--- config.mk ---
export PLATFORM = sky130hd
export DESIGN_NAME = rtc_bus_cycle_gen
export DESIGN_NICKNAME = d
export VERILOG_FILES = /design/src/rtl/rtc_bus_cycle_gen.sv
export SDC_FILE = /design/constraint.sdc
export NUM_CORES = 1
export LEC_CHECK = 0
export BUFFER_PORTS_ARGS = -buffer_cell sky130_fd_sc_hd__buf_2
export CAP_MARGIN = 20
export CORE_UTILIZATION = 39
export DETAILED_ROUTE_END_ITERATION = 8
export MAX_ROUTING_LAYER = met4
export PLACE_DENSITY = 0.72
export SLEW_MARGIN = 10
export SYNTH_ARGS = -nofsm -noshare
export SYNTH_HDL_FRONTEND = slang
export SYNTH_SLANG_ARGS = --single-unit
--- constraint.sdc ---
create_clock -name clk -period 3.18 [get_ports clk]
set_input_delay 0.159 -clock clk [delete_from_list [all_inputs] [get_ports clk]]
set_output_delay 0.159 -clock clk [all_outputs]
set_load 0.02 [all_outputs]
--- src/rtl/rtc_bus_cycle_gen.sv ---
// rtl/rtc_bus_cycle_gen.sv - bus cycle generator for the multiplexed address/data RTC (optional: RTC_BUS_ABORT_EN)
module rtc_bus_cycle_gen #(
  parameter int T_PH  = 4,
  parameter int T_REC = 4
) (
  input  logic       clk,
  input  logic       reset,
  input  logic       En,
  input  logic       wr_rd,
  input  logic [7:0] Dir_in,
  output logic       DIR,
  output logic       DAT,
  output logic       DAT2,
  output logic       cambio_estado,
  output logic       cambio_estado2,
  output logic [7:0] Dato_L,
  output logic       busy,
  output logic       CS_n,
  output logic       RD_n,
  output logic       WR_n,
  output logic       AD,
  output logic [7:0] ad_out,
  output logic       ad_oe,
`ifdef RTC_BUS_ABORT_EN
  output logic       aborted,
`endif
  input  logic [7:0] ad_in
);

  typedef enum logic [3:0] {
    IDLE   = 4'd0,
    A_REQ  = 4'd1,
    A_LOAD = 4'd2,
    A_LOW  = 4'd3,
    A_HIGH = 4'd4,
    D_REQ  = 4'd5,
    D_LOAD = 4'd6,
    W_LOW  = 4'd7,
    W_HIGH = 4'd8,
    R_LOW  = 4'd9,
    R_HIGH = 4'd10,
    DONE   = 4'd11,
    REC    = 4'd12
  } state_t;

  localparam logic [7:0] PH_LOAD  = 8'(T_PH - 1);
  localparam logic [7:0] REC_LOAD = 8'(T_REC - 1);

  state_t     state;
  state_t     state_nxt;
  logic [7:0] cnt;
  logic [7:0] cnt_load;
  logic       type_reg;
  logic       phase_end;

  assign phase_end = (cnt == 8'd0);

`ifdef RTC_BUS_ABORT_EN
  logic abort_take;

  // A request withdrawn while the bus is owned cuts the transaction short
  always_comb begin
    abort_take = 1'b0;
    case (state)
      A_LOW, A_HIGH, D_REQ, D_LOAD, W_LOW, W_HIGH, R_LOW, R_HIGH: abort_take = ~En;
      default: abort_take = 1'b0;
    endcase
  end
`endif

  // State register
  always_ff @(posedge clk or negedge reset) begin
    if (!reset) state <= IDLE;
    else        state <= state_nxt;
  end

  // Next-state sequencing through address phase, then write or read data phase
  always_comb begin
    state_nxt = state;
    unique case (state)
      IDLE:    if (En) state_nxt = A_REQ;
      A_REQ:   state_nxt = A_LOAD;
      A_LOAD:  state_nxt = A_LOW;
      A_LOW:   if (phase_end) state_nxt = A_HIGH;
      A_HIGH:  if (phase_end) state_nxt = type_reg ? D_REQ : R_LOW;
      D_REQ:   state_nxt = D_LOAD;
      D_LOAD:  state_nxt = W_LOW;
      W_LOW:   if (phase_end) state_nxt = W_HIGH;
      W_HIGH:  if (phase_end) state_nxt = DONE;
      R_LOW:   if (phase_end) state_nxt = R_HIGH;
      R_HIGH:  if (phase_end) state_nxt = DONE;
      DONE:    state_nxt = REC;
      REC:     if (phase_end) state_nxt = IDLE;
      default: state_nxt = IDLE;
    endcase
`ifdef RTC_BUS_ABORT_EN
    if (abort_take) state_nxt = REC;
`endif
  end

  // Pin levels and strobes decoded from the current state only
  always_comb begin
    CS_n           = 1'b1;
    RD_n           = 1'b1;
    WR_n           = 1'b1;
    AD             = 1'b1;
    ad_oe          = 1'b0;
    DIR            = 1'b0;
    DAT            = 1'b0;
    DAT2           = 1'b0;
    cambio_estado  = 1'b0;
    cambio_estado2 = 1'b0;
    busy           = (state != IDLE);
    unique case (state)
      IDLE:   ;
      A_REQ:  DIR = 1'b1;
      A_LOAD: ;
      A_LOW: begin
        CS_n  = 1'b0;
        WR_n  = 1'b0;
        AD    = 1'b0;
        ad_oe = 1'b1;
      end
      A_HIGH: begin
        CS_n  = 1'b0;
        AD    = 1'b0;
        ad_oe = 1'b1;
      end
      D_REQ: begin
        DAT   = 1'b1;
        CS_n  = 1'b0;
        AD    = 1'b0;
        ad_oe = 1'b1;
      end
      D_LOAD: begin
        CS_n  = 1'b0;
        AD    = 1'b0;
        ad_oe = 1'b1;
      end
      W_LOW: begin
        CS_n  = 1'b0;
        WR_n  = 1'b0;
        ad_oe = 1'b1;
      end
      W_HIGH: begin
        CS_n  = 1'b0;
        ad_oe = 1'b1;
      end
      R_LOW: begin
        CS_n = 1'b0;
        RD_n = 1'b0;
      end
      R_HIGH: begin
        CS_n = 1'b0;
        DAT2 = (cnt == PH_LOAD);
      end
      DONE: begin
        cambio_estado  = type_reg;
        cambio_estado2 = ~type_reg;
      end
      REC:     ;
      default: ;
    endcase
  end

  // Reload value for the phase counter on entry to a timed state
  always_comb begin
    cnt_load = 8'd0;
    case (state_nxt)
      A_LOW, A_HIGH, W_LOW, W_HIGH, R_LOW, R_HIGH: cnt_load = PH_LOAD;
      REC:     cnt_load = REC_LOAD;
      default: cnt_load = 8'd0;
    endcase
  end

  // Phase counter: reload on every state change, count down to zero inside a state
  always_ff @(posedge clk or negedge reset) begin
    if (!reset)                  cnt <= 8'd0;
    else if (state_nxt != state) cnt <= cnt_load;
    else if (cnt != 8'd0)        cnt <= cnt - 8'd1;
  end

  // Datapath: cycle type, bus drive byte and read-back byte
  always_ff @(posedge clk or negedge reset) begin
    if (!reset) begin
      type_reg <= 1'b0;
      ad_out   <= 8'd0;
      Dato_L   <= 8'd0;
    end else begin
      if (state == IDLE && En)                     type_reg <= wr_rd;
      if (state == A_LOAD || state == D_LOAD)      ad_out   <= Dir_in;
      if (state == R_LOW && state_nxt == R_HIGH)   Dato_L   <= ad_in;
    end
  end

`ifdef RTC_BUS_ABORT_EN
  // One-cycle flag coinciding with the first recovery cycle after an abort
  always_ff @(posedge clk or negedge reset) begin
    if (!reset) aborted <= 1'b0;
    else        aborted <= abort_take;
  end
`endif

endmodule

==> impl_metrics.env, run 1 <==
export IMPL_clk_pin_slew_ns=0.06
export IMPL_finalMaxSlewViolations=0
export IMPL_wl_um=3280
export IMPL_antenna_found_initial=0
export IMPL_synth_area_um2=1540
export IMPL_crit_type="flip-flop to flip-flop"
export IMPL_area_delta_synth_final_pct=26.1
export IMPL_multi_input_area_um2=761
export IMPL_slew_headroom_pct=57.6
export IMPL_power_leakage_uw=0.000899
export IMPL_syn_area_per_cell_um2=10.4
export IMPL_hold_class="input port to flip-flop"
export IMPL_die_h_um=64.8
export IMPL_grt_pass1_wl_um=5660
export IMPL_grt_usage_pct=18.4
export IMPL_fin_nets=220
export IMPL_design_core_area_um2=3720
export IMPL_finClkSkew_ns=0.00258
export IMPL_wl_per_cell_um=13.3
export IMPL_row_count=22
export IMPL_hold_viol_final=0
export IMPL_finalSetupViolCount=0
export IMPL_drive_above_1_share_pct=39.7
export IMPL_regArea_um2=726
export IMPL_grt_ovfl_total=0
export IMPL_place_ws_ns=0.625
export IMPL_critPathMaxStageDelay_ns=0.57
export IMPL_synth_edff_count=0
export IMPL_power_per_cell_area_nw_per_um2=1190
export IMPL_maxCapViolCount=0
export IMPL_clock_latency_ns=0.28
export IMPL_cts_repair_resized=0
export IMPL_ys_seq_elements=29
export IMPL_crit_required_ns=3.39
export IMPL_clock_fmax_ghz=0.383
export IMPL_initial_core_util_pct=41.4
export IMPL_numPortBuffers=46
export IMPL_final_common_cell="buf_2"
export IMPL_cts_max_path_buffers=2
export IMPL_critPathMaxFanout=6
export IMPL_finalSetupTns_ns=0
export IMPL_critPathSlowestCell="or4b_1"
export IMPL_syn_instance_count=148
export IMPL_layout_common_cells="buf_2 (46), dfrtp_1 (29), nor2_1 (17), mux2_2 (17), nor3_1 (8)"
export IMPL_max_slew_worst_pin_slew_ns=0.636
export IMPL_ys_seq_area_share_pct=47.2
export IMPL_fin_crit_ns=2.61
export IMPL_synth_cell_types=42
export IMPL_ir_worst_vdd_v=0.000546
export IMPL_grt_max_degree=30
export IMPL_dr_pass1_iters=4
export IMPL_cts_max_level=2
export IMPL_worstPathArrival_ns=2.82
export IMPL_insertedDiodeCount=0
export IMPL_ys_async_sr_fraction_pct=100
export IMPL_routed_via_density=5.38
export IMPL_place_gp_congestion=0.879
export IMPL_ant_nets=0
export IMPL_ys_warn_count=0
export IMPL_dp_hpwl_um=2330
export IMPL_route_detailed_drc=0
export IMPL_startpoint_type="flip-flop"
export IMPL_rsz0062_at_grt="false"
export IMPL_synth_main_ff_cell="dfrtp_1"
export IMPL_cts_tree="done"
export IMPL_initialDrtViolationCount=145
export IMPL_fill_cells=333
export IMPL_path_cells="inv_1 -> ha_1 -> nor4b_2 -> nand2_1 -> or3_1 -> o311a_1 -> or4b_1 -> nand4_1"
export IMPL_ios=47
export IMPL_synthesis_nets=170
export IMPL_die_x_um=64.8
export IMPL_largestRegisters="Dato_L: 8 flops, ad_out: 8 flops, cnt: 8 flops"
export IMPL_numCtsBuffers=5
export IMPL_status="finished clean"
export IMPL_end_kind="flip-flop"
export IMPL_vias=1328
export IMPL_finalCritPeriodShare_pct=82.1
export IMPL_first_global_vias=1268
export IMPL_postCtsSetupBuffers=0
export IMPL_setup_slack_ns=0.569
export IMPL_root_buffer="clkbuf_8"
export IMPL_clock_sinks=29
export IMPL_dieArea_um2=4200
layer usage:
layer | routed length, um | vias up | GRT usage [%]
li1 | - | 629 | -
met1 | 1500 | 620 | 23.5
met2 | 1400 | 72 | 25.7
met3 | 316 | 7 | 5.81
met4 | 68 | 0 | 10.3
met5 | 0 | - | -
kinds of logic after synthesis:
kind of cell / after synthesis / synth area share (%)
mux: 18 / 13.1
xor+xnor: 6 / 3.41
fa+ha+maj: 2 / 1.63
compound gates: 23 / 9.68
simple gates: 57 / 21.6
flops: 29 / 47.2
buf+inv: 13 / 3.41
worst max-delay path: cells and delay by family, from the launching register on:
family                   cells  cell delay, ns
AND/OR/NAND/NOR              5            1.68
AO/OA/AOI/OAI                1            0.16
buffers and inverters        1            0.08
adder cells (fa/ha/maj)      1            0.20
flip-flops                   1            0.43
cell usage after synthesis (2+ instances only):
cell | count | area (um^2)
nor2_1 | 17 | 63.8
o22ai_1 | 2 | 12.5
o21ai_0 | 3 | 15.0
inv_1 | 7 | 26.3
a21oi_1 | 6 | 30.0
nand3_1 | 2 | 10.0
ha_1 | 2 | 25.0
o21ai_1 | 3 | 15.0
mux2_2 | 17 | 191
nor3_1 | 8 | 40.0
xnor2_1 | 5 | 43.8
nand4_1 | 2 | 12.5
or4b_1 | 2 | 20.0
buf_2 | 3 | 15.0
dfrtp_1 | 29 | 726
and2_0 | 2 | 12.5
nand2b_1 | 6 | 37.5
nand2_1 | 7 | 26.3
clkbuf_1 | 2 | 7.51
path summary, 6_finish.rpt:
path | start | endpoint | slack [ns] | depth (start not counted)
max reg2reg | cnt[0]$_DFFE_PN0P_ | cnt[1]$_DFFE_PN0P_ | 0.57 | 8
max in group asynchronous | reset | cnt[1]$_DFFE_PN0P_ | 2.33 | 2
min in group asynchronous | reset | type_reg$_DFFE_PN0P_ | 0.43 | 2
min reg2reg | Dato_L[0]$_DFFE_PN0P_ | Dato_L[0]$_DFFE_PN0P_ | 0.50 | 1
min | ad_in[0] | Dato_L[0]$_DFFE_PN0P_ | 0.11 | 2
max | cnt[0]$_DFFE_PN0P_ | cnt[1]$_DFFE_PN0P_ | 0.57 | 8
layout make-up:
class                      count  share of cell area (%)
clock buffer                   7                    4.45
clock inverter                 1                    1.55
inverter                       8                    1.55
multi-input combinational    106                    39.2
sequential                    29                    37.4
tap                           48                    3.09
timing repair buffer          48                    12.8
metrics by stage:
| stage | hold slack [ns] | total power [uW] | utilization, % | area, um^2 | cells |
|---|---|---|---|---|---|
| final | 0.108 | 2300 | 52.2 | 1940 | 247 |
| after global routing | 0.0958 | 2470 | 52.2 | 1940 | 247 |
| after CTS | 0.103 | 2320 | 52.2 | 1940 | 247 |
| after detailed placement | 0.229 | 1910 | 48.8 | 1810 | 238 |
| after global placement | 0.229 | 1900 | 48.8 | 1810 | 238 |
| after floorplan | -0.137 | 1580 | - | 1540 | 148 |
power by group:
group / switching, uW / internal [uW] / leakage, uW
clock network: 136 / 255 / 0.0000585
registers: 169 / 537 / 0.000351
logic: 695 / 512 / 0.000490
repair_timing:
item | CTS | global route
endpoints found under the setup margin | 0 | 0
hold buffers | 1 | 0
hold endpoints to repair | 29 | 0
Note: power is estimated with default switching activity, not from simulation.
==> run 2, diff against run 1 <==
Settings changed: ABC_AREA from default to 1.
Clock period 3.18 ns to 2.6 ns, I/O delays scaled along.
==> run 2 against run 1 <==
Compared with the run above:
- total power rose by 19%
- utilization rose by 0.12 points
- setup slack improved by 0.056 ns
- critical path type unchanged
==> impl_metrics.env, run 2 <==
export IMPL_power_per_cell_area_nw_per_um2=1400
export IMPL_largestRegisters="Dato_L: 8 flops, ad_out: 8 flops, cnt: 8 flops"
export IMPL_hold_viol_final=0
export IMPL_wl_per_cell_um=11.8
export IMPL_cts_max_level=2
export IMPL_place_gp_congestion=0.933
export IMPL_ys_seq_elements=29
export IMPL_finalSetupTns_ns=0
export IMPL_final_cell_area_um2=1960
export IMPL_yosysMostFrequentCell="nand2_1"
export IMPL_slew_headroom_pct=57.6
export IMPL_status="finished clean"
export IMPL_synth_area_top_cells="dfrtp_1 (47%), mux2_2 (12%), nand2_1 (11%), nor2_1 (6.0%), inv_1 (4.3%)"
export IMPL_synth_top_cells_by_count="nand2_1 (45), dfrtp_1 (29), nor2_1 (25)"
export IMPL_rsz0062_at_grt="false"
export IMPL_ys_seq_area_share_pct=46.5
export IMPL_place_area_um2=1830
export IMPL_setup_slack_ns=0.626
export IMPL_wl_um=3310
export IMPL_area_delta_synth_final_pct=25.7
export IMPL_maxCapViolCount=0
export IMPL_ant_nets=0
export IMPL_initialDrtViolationCount=21
export IMPL_hold_class="input port to flip-flop"
export IMPL_vias=1372
export IMPL_synth_edff_count=0
export IMPL_finish_utilization_pct=52.3
export IMPL_synth_cell_types=26
export IMPL_grt_ovfl_total=0
export IMPL_finClkSkew_ns=0.00422
export IMPL_die_h_um=65.2
export IMPL_r2r_cells=11
export IMPL_fin_nets=254
export IMPL_routed_via_density=4.88
export IMPL_syn_instance_count=180
export IMPL_synthesis_nets=202
export IMPL_grt_usage_pct=17.9
export IMPL_holdPathStages=3
export IMPL_synth_main_ff_cell="dfrtp_1"
export IMPL_synth_top_area_share_pct=46.5
export IMPL_power_uw=2740
export IMPL_numCtsBuffers=5
export IMPL_worstHoldStart="wr_rd"
export IMPL_cts_max_path_buffers=2
export IMPL_finalCritPeriodShare_pct=75.9
export IMPL_antenna_found_initial=0
export IMPL_grt_pass1_wl_um=5660
export IMPL_clock_latency_ns=0.28
export IMPL_final_common_cell="buf_2"
export IMPL_hold_buffers=1
export IMPL_syn_area_per_cell_um2=8.66
export IMPL_layout_common_cells="buf_2 (46), nand2_1 (45), dfrtp_1 (29)"
export IMPL_startpoint_type="flip-flop"
export IMPL_dp_hpwl_um=2470
export IMPL_cts_repair_resized=0
export IMPL_dieArea_um2=4250
export IMPL_clock_sinks=29
export IMPL_initial_core_util_pct=41.6
export IMPL_first_global_vias=1322
export IMPL_numPortBuffers=46
export IMPL_ir_worst_vdd_v=0.000807
export IMPL_drive_above_1_share_pct=35.6
export IMPL_yosysTopAreaCell="dfrtp_1"
export IMPL_max_slew_worst_pin_slew_ns=0.635
export IMPL_clk_pin_slew_ns=0.06
export IMPL_ys_warn_count=0
export IMPL_r2r_slack_ns=0.63
export IMPL_ys_async_sr_fraction_pct=100
export IMPL_row_count=22
export IMPL_fin_crit_ns=1.97
export IMPL_grt_max_degree=30
export IMPL_ios=47
export IMPL_power_leakage_uw=0.00107
export IMPL_die_x_um=65.2
export IMPL_design_core_area_um2=3740
export IMPL_finalMaxSlewViolations=0
export IMPL_hold_path_end="type_reg$_DFFE_PN0P_"
export IMPL_cts_tree="done"
export IMPL_root_buffer="clkbuf_8"
export IMPL_place_ws_ns=0.621
export IMPL_reg2reg_from="cnt[0]$_DFFE_PN0P_"
export IMPL_crit_type="flip-flop to flip-flop"
export IMPL_finalSetupViolCount=0
export IMPL_postCtsSetupBuffers=0
export IMPL_insertedDiodeCount=0
export IMPL_reg2reg_to="cnt[1]$_DFFE_PN0P_"
export IMPL_end_kind="flip-flop"
export IMPL_synth_area_um2=1560
export IMPL_critPathMaxFanout=12
export IMPL_worstPathArrival_ns=2.14
export IMPL_crit_required_ns=2.77
export IMPL_dr_pass1_iters=5
export IMPL_clock_fmax_ghz=0.506
export IMPL_route_detailed_drc=0
## run 2: kinds of logic after synthesis
| kind of cell | after synthesis | share of synthesized area, % |
|---|---|---|
| XOR/XNOR | 5 | 2.81 |
| flip-flops | 29 | 46.5 |
| AND/OR/NAND/NOR | 99 | 28.2 |
| AO/OA/AOI/OAI | 8 | 3.69 |
| multiplexers | 16 | 11.6 |
| buffers and inverters | 21 | 5.62 |
| adder cells (fa/ha/maj) | 2 | 1.60 |
## run 2: metal layers
metal / track usage, % / share of wire (%) / up-vias
li1: - / - / 681
met1: 23.5 / 46 / 625
met2: 25.8 / 46 / 61
met3: 5.03 / 7.4 / 5
met4: 7.88 / 1.3 / 0
met5: - / 0 / -
## run 2: power breakdown
part           total [uW]  switching, uW  internal, uW
combinational        1480            956           524
clock                 477            165           312
sequential            779            139           640
total                2740           1260          1480
## run 2: worst max-delay path by stage
stage                            start                     to  slack, ns  cells after the start
floorplan           cnt[0]$_DFFE_PN0P_  Dato_L[0]$_DFFE_PN0P_       0.88                      7
global placement    cnt[0]$_DFFE_PN0P_  Dato_L[6]$_DFFE_PN0P_       0.67                      7
detailed placement  cnt[0]$_DFFE_PN0P_     cnt[1]$_DFFE_PN0P_       0.62                     11
CTS                 cnt[0]$_DFFE_PN0P_     cnt[1]$_DFFE_PN0P_       0.62                     11
global route        cnt[0]$_DFFE_PN0P_     cnt[1]$_DFFE_PN0P_       0.42                     11
finish              cnt[0]$_DFFE_PN0P_     cnt[1]$_DFFE_PN0P_       0.63                     11
## run 2: cell type report
type	instances	area (um^2)
clock buffer	7	86.3
sequential	29	726
tap	48	60.1
inverter	19	71.3
fill	366	1780
clock inverter	1	30.0
multi-input combinational	130	746
timing repair buffer	47	240
## run 2: stage by stage
stage,instances,hold WS [ns]
2_1_floorplan,180,-0.166
3_3_place_gp,272,0.185
3_5_place_dp,272,0.189
4_1_cts,281,0.0525
5_1_grt,281,0.0705
6_report,281,0.0574
## run 2: critical path, cell delays in order (launching register included)
cell	delay (ns)
dfrtp_1	0.38
inv_1	0.10
ha_1	0.20
nand2_2	0.11
nor2_4	0.28
nand2_1	0.09
nand3_1	0.11
nand2_2	0.10
o21ai_4	0.27
inv_1	0.10
nand2_1	0.08
nand2_1	0.05
